**src/rtl/rr_priority_encoder.sv**
```systemverilog
// rr_priority_encoder: registered fixed/round-robin priority encoder with valid/ready output
// Ports: clk, rst (sync, active-high); req[N] request lines; rr_en selects round-robin search;
// out_ready accepts the grant; out_valid/out_idx/out_onehot carry the held grant.
module rr_priority_encoder #(
  parameter int N = 8,
  localparam int W = $clog2(N)
) (
  input  logic         clk,
  input  logic         rst,
  input  logic [N-1:0] req,
  input  logic         rr_en,
  input  logic         out_ready,
  output logic         out_valid,
  output logic [W-1:0] out_idx,
  output logic [N-1:0] out_onehot
);
  typedef enum logic {IDLE, HOLD} state_t;
  state_t state, state_nxt;
  logic [W-1:0] ptr, ptr_nxt, start, win;
  logic accept, load;
  int k;
  assign out_valid = state == HOLD;
  assign accept = out_valid && out_ready;
  // back-to-back issue searches from the pointer that this accept is about to write
  assign ptr_nxt = accept && rr_en ? (out_idx == W'(N - 1) ? '0 : out_idx + W'(1)) : ptr;
  assign start = rr_en ? ptr_nxt : '0;
  assign load = (state == IDLE || accept) && |req;
  // ascending search from start, wrapping N-1 -> 0; first hit wins
  always_comb begin
    win = '0;
    k = 0;
    for (int i = N - 1; i >= 0; i--) begin
      k = int'(start) + i;
      k = k >= N ? k - N : k;
      win = req[k] ? W'(k) : win;
    end
  end
  always_comb begin
    state_nxt = state;
    state_nxt = load ? HOLD : accept ? IDLE : state;
  end
  always_ff @(posedge clk) begin
    if (rst) begin
      state <= IDLE;
      ptr <= '0;
      out_idx <= '0;
      out_onehot <= '0;
    end else begin
      state <= state_nxt;
      ptr <= ptr_nxt;
      out_idx <= load ? win : out_idx;
      out_onehot <= load ? N'(1) << win : accept ? '0 : out_onehot;
    end
  end
endmodule
```
**config.mk**
```make
export PLATFORM = sky130hd
export DESIGN_NAME = rr_priority_encoder
export DESIGN_NICKNAME = d
export VERILOG_FILES = /design/src/rtl/rr_priority_encoder.sv
export SDC_FILE = /design/constraint.sdc
export NUM_CORES = 1
export LEC_CHECK = 0
export ABC_CLOCK_PERIOD_IN_PS = 5200
export CORE_UTILIZATION = 50
export CTS_BUF_LIST = sky130_fd_sc_hd__clkbuf_16
export CTS_CLUSTER_DIAMETER = 80
export DETAILED_ROUTE_END_ITERATION = 16
export GPL_TIMING_DRIVEN = 0
export PLACE_DENSITY_LB_ADDON = 0.3
export SLEW_MARGIN = 20
export SYNTH_ARGS = -nofsm -noshare
export SYNTH_HDL_FRONTEND = slang
export SYNTH_SLANG_ARGS = --single-unit
```
**constraint.sdc**
```tcl
create_clock -name clk -period 5.2 [get_ports clk]
set_input_delay 1.04 -clock clk [delete_from_list [all_inputs] [get_ports clk]]
set_output_delay 1.04 -clock clk [all_outputs]
set_load 0.01 [all_outputs]
```
# Word level (Yosys, flattened, before mapping)

Cells that the tools add are included.

Bits of input ports: 12
Bits in registers: 15
Word-level logic and storage cells: 92
Output and inout port bits: 12

$add $sub $neg: 16
Shifts and indexed selects: 1
$lt $le $gt $ge: 16
Bitwise gates (word level): 1
Muxes and demuxes: 47
Reductions and logical operators: 6
Equal/unequal tests: 1

Operator list:

| operator                                                           | count |
|---|---|
| < comparator 32 x 5 -> 1 bit (second input constant)               | 8 |
| two-way mux 32 bit                                                 | 8 |
| subtractor 4 x 4 -> 5 bit (second input constant)                  | 7 |
| two-way mux 3 bit                                                  | 11 |
| greater-or-equal comparator 4 bit (second input constant)          | 7 |
| binary-select mux 1 bit (select 3 bit)                             | 8 |
| two-way mux 1 bit                                                  | 18 |
| adder 3 x 3 -> 4 bit (second input constant)                       | 4 |
| two-way mux 8 bit                                                  | 2 |
| adder 3 x 2 -> 4 bit (second input constant)                       | 2 |
| OR reduction 8 bit                                                 | 1 |
| << shifter 1 x 3 -> 8 bit (first input constant)                   | 1 |
| subtractor 3 x 4 -> 5 bit (second input constant)                  | 1 |
| adder 3 x 1 -> 4 bit (second input constant)                       | 1 |
| greater-or-equal comparator 3 x 4 -> 1 bit (second input constant) | 1 |
| adder 3 x 1 -> 3 bit (second input constant)                       | 1 |
| == test 3 bit (second input constant)                              | 1 |
| logical AND 1 bit                                                  | 3 |
| nonzero test 2 bit                                                 | 1 |
| logical OR 1 bit                                                   | 1 |
| inverter 1 bit                                                     | 1 |

# Longest topological paths before layout

Depth after elaboration: 20
Mapped depth: 16
Depth with buffers taken out: 13

# Least setup slack after synthesis

Ideal clock, no wire load.

Path type: input to register
Start point: input port out_ready
End point: register out_onehot[4]
Data required time: 5.133 ns
Stages: 13
Library setup time: 0.067 ns
Arrival time: 3.964 ns
Path slack: 1.169 ns
Cells stage by stage: buf_4 -> a21boi_0 -> o21ai_2 -> buf_4 -> ha_1 -> inv_1 -> mux4_2 -> mux2_4 -> a31oi_2 -> o21ba_2 -> o211ai_4 -> or4_4 -> o21ai_2

Word-level cells in the longest chain between the ends: 20
Elaborated cells between the ends (all ways): 72
Those cells by class: add/sub: 15; order compare: 8; shift: 1; mux: 43; reduce/logical: 5

RTL lines:

| item                                                                                  | RTL line | text |
|---|---|---|
| start, declared                                                                       | 12       | `input logic out_ready,` |
| logical AND 1 bit *                                                                   | 23       | `assign accept = out_valid && out_ready;` |
| logical AND 1 bit                                                                     | 25       | `assign ptr_nxt = accept && rr_en ? (out_idx == W'(N - 1) ? '0 : out_idx + W'(1)) : ptr;` |
| two-way mux 3 bit                                                                     | 25       |  |
| two-way mux 3 bit                                                                     | 26       | `assign start = rr_en ? ptr_nxt : '0;` |
| adder 3 x 3 -> 4 bit                                                                  | 33       | `k = int'(start) + i;` |
| subtractor 4 x 4 -> 5 bit / greater-or-equal comparator 4 bit (equally long branches) | 34       | `k = k >= N ? k - N : k;` |
| two-way mux 32 bit                                                                    | 34       |  |
| binary-select mux 1 bit (select 3 bit)                                                | 35       | `win = req[k] ? W'(k) : win;` |
| two-way mux 1 bit (not written as such) (2 in a row)                                  | 35       |  |
| two-way mux 3 bit (8 in a row)                                                        | 35       |  |
| << shifter 1 x 3 -> 8 bit                                                             | 52       | `out_onehot <= load ? N'(1) << win : accept ? '0 : out_onehot;` |
| two-way mux 8 bit                                                                     | 52       |  |
| end signal, assigned                                                                  | 52       |  |
| end, declared                                                                         | 15       | `output logic [N-1:0] out_onehot` |

Mark *: on every way between the ends. The rest lies on a longest branch, timed or not. The select of a mux whose other input is x is not followed.
A chain may end at the register's enable or synchronous reset.

# Worst setup path after layout

Start point: input port out_ready
End point: register out_onehot[2]

Same word-level chain as after synthesis.

==> key figures <==
Clock network
  – CTS Buffer Depth: 2
  – Total CTS buffers: 3
  – CTS tree: yes
  – # hold bufs at CTS: 0
  – Setup bufs post-CTS: 0
  – Clock slew at reported path FFs: 50 ps
  – Worst-skew pair later-pin latency: 250 ps
  – Clock sinks: 15
  – H-Tree Depth: 1
  – Root Buffer: clkbuf_16
  – Post-cts sizing count: 0

Worst setup path
  – CP most frequent cell: buf_4
  – Worst Setup End Kind: flip-flop
  – CP delay by family, top: compound AO/OA/AOI/OAI gates
  – Crit-path slowest cell: a311oi_1
  – Crit path largest cell delay: 490 ps
  – CP Buf/Inv Count: 4
  – WS Path Type: input pin to flip-flop
  – Max FO, Critical Path: 10
  – CP Cell Sequence: clkdlybuf4s50_1 -> buf_4 -> a21boi_0 -> o21ai_2 -> buf_4 -> ha_1 -> mux4_2 -> a32oi_1 -> o31ai_1 -> a311oi_1 -> or2_1 -> clkbuf_1 -> and3b_1 -> a22o_1
  – Worst Setup Start Kind: input pin
  – CP Data Required Time: 5390 ps
  – Crit path DAT: 4850 ps

Drt
  – Vias per inst: 6.39
  – Final wirelength: 4.43 mm
  – DRC errors left: 0
  – Initial DRC count: 79
  – Vias: 1718
  – WL/cell: 16.5 µm
  – Drt pass-1 iters: 4
  – Post-DRT Antenna Nets: 0

Logic synthesis
  – Avg Inst Size Synth: 8.51 µm²
  – Post-synth EDFFs: 0
  – Post-synthesis sequential area ratio: 17.7%
  – Commonest register cell after synthesis: dfxtp_1
  – Asr flop ratio synth: 0%
  – Synth cell types: 58
  – Gate count after technology mapping: 199
  – Warnings, synthesis: 0
  – Syn Nets: 215
  – Mapped cell area: 1690 µm²
  – Flop and latch count out of synthesis: 15

Finish
  – Commonest cells after routing, fill and taps aside: 22 x clkdlybuf4s50_1, 18 x nand2_1, 17 x mux2i_1
  – Synth-to-layout area growth: 21.0%
  – Fraction of layout cells with a size suffix above 1: 16.0%
  – Fillers: 267
  – Post-layout util: 65.5%
  – Area of the multi-input gates: 1320 µm²
  – Nets@finish: 242
  – Design Area, Final: 2050 µm²
  – Commonest non-fill, non-tap cell in the layout: clkdlybuf4s50_1
  – Register area: 300 µm²
  – # diodes: 0
  – Fin cells: 269

Die
  – DIE WIDTH: 60.2 µm
  – Core region area: 3130 µm²
  – Die Area: 3620 µm²
  – Row count: 20
  – I/O Pins: 24
  – Die Height: 60.2 µm
  – Initial Util: 54.1%

Timing
  – RSZ-0062 raised after global routing: false
  – Skew final: 1.36 ps
  – Final period util: 89.5%
  – Final hold vios: 0
  – Final setup vio count: 0
  – Slew HR: 60.2%
  – Fmax: 215 MHz
  – Slew Viols, Final: 0
  – Aggregate negative setup slack: 0 ps
  – Worst-margin pin slew: 596 ps
  – Post-layout min period: 4660 ps

Global route
  – Largest net degree at the start of global routing: 11
  – Overall Global Routing Usage: 26.3%
  – Initial antenna violation count: 0
  – Gr ovfl total: 0
  – Vias in the first global route: 1570
  – First-pass GRT wire length: 7.24 mm

Flow run
  – Max-cap viol count: 0

Power
  – Total power: 477 µW
  – Maximum vdd ir drop: 0.000217 V
  – Static Leak: 0.000802 µW
  – Pwr per Cell Area: 233 nW/µm²

Place
  – Gpl congestion: 0.859
  – Hpwl dp: 3.34 mm
  – Port Buffers: 22
  – Dpl cell area: 1970 µm²
  – # placed instances: 265

Status
  – Status: completed

Worst hold path
  – Worst min path class: flip-flop to flip-flop
cell families (layout without fill, tap and decap cells):
kind of cell               Yosys count  after routing  share of synthesized area, %
and+or+nand+nor                     65             65                          19.9
xor gates and xnor gates             5              5                          2.59
muxes                               31             31                          22.2
DFF                                 15             15                          17.7
AOI/OAI and AO/OA                   66             66                          30.5
adders and majority gates            4              4                          2.96
buffers and inverters               13             39                          4.06
cells in the mapped netlist (6+ instances only):
library cell   n  area [µm²]
a21oi_1       12        60.1
nor2_1        12        45.0
nand2_1       18        67.6
mux2i_1       17         170
and3_1         6        37.5
dfxtp_1       15         300
nand3_1        7        35.0
mux2_2         9         101
o211ai_1       6        45.0
worst min-delay path, cell delays in order, from the launching register on:
cell,delay (ps)
dfxtp_1,320
nand2_1,50
o31ai_1,50
registers in the layout (all words and copies together), names as in the netlist:
register	flops
out_idx	3
out_onehot	8
out_valid	1
ptr	3
layout make-up:
type | count | area share [%]
well taps | 44 | 2.69
repair buffers | 22 | 10.8
clock inverters | 1 | 0.244
plain buffers | 9 | 2.50
inverters | 4 | 0.855
multi-input cells | 171 | 64.6
clock buffers | 3 | 3.67
flip-flops and latches | 15 | 14.7
layer usage:
metal / global-route usage (%) / part of all wire [%] / vias up / routed length (µm)
met5: 0 / 0 / - / 0
met4: 9.97 / 1.5 / 0 / 67
met3: 3.46 / 5.1 / 8 / 228
met2: 43.8 / 48 / 57 / 2110
met1: 34.1 / 46 / 827 / 2020
li1: - / - / 826 / -
power by group:
part           switching [µW]  leakage [µW]  internal, µW  total, µW
combinational             107      0.000638          89.1        196
sequential               5.52      0.000122           123        129
clock                    48.8     0.0000409           103        152
total                     162      0.000802           315        477
per-stage QoR:
step	worst slack [ps]	hold slack, ps
3_5_place_dp	373	447
5_1_grt	331	471
2_1_floorplan	1170	457
6_report	544	451
4_1_cts	613	457
3_3_place_gp	394	444
final timing paths:
path	start	to	slack, ps	cells past startpoint
worst max register to register	out_idx[0]	out_onehot[4]	1240	15
worst min-delay path	out_onehot[5]	out_onehot[5]	450	2
worst max-delay path	out_ready	out_onehot[2]	540	14
worst min register to register	out_onehot[5]	out_onehot[5]	450	2
Note: power is estimated with default switching activity, not from simulation.
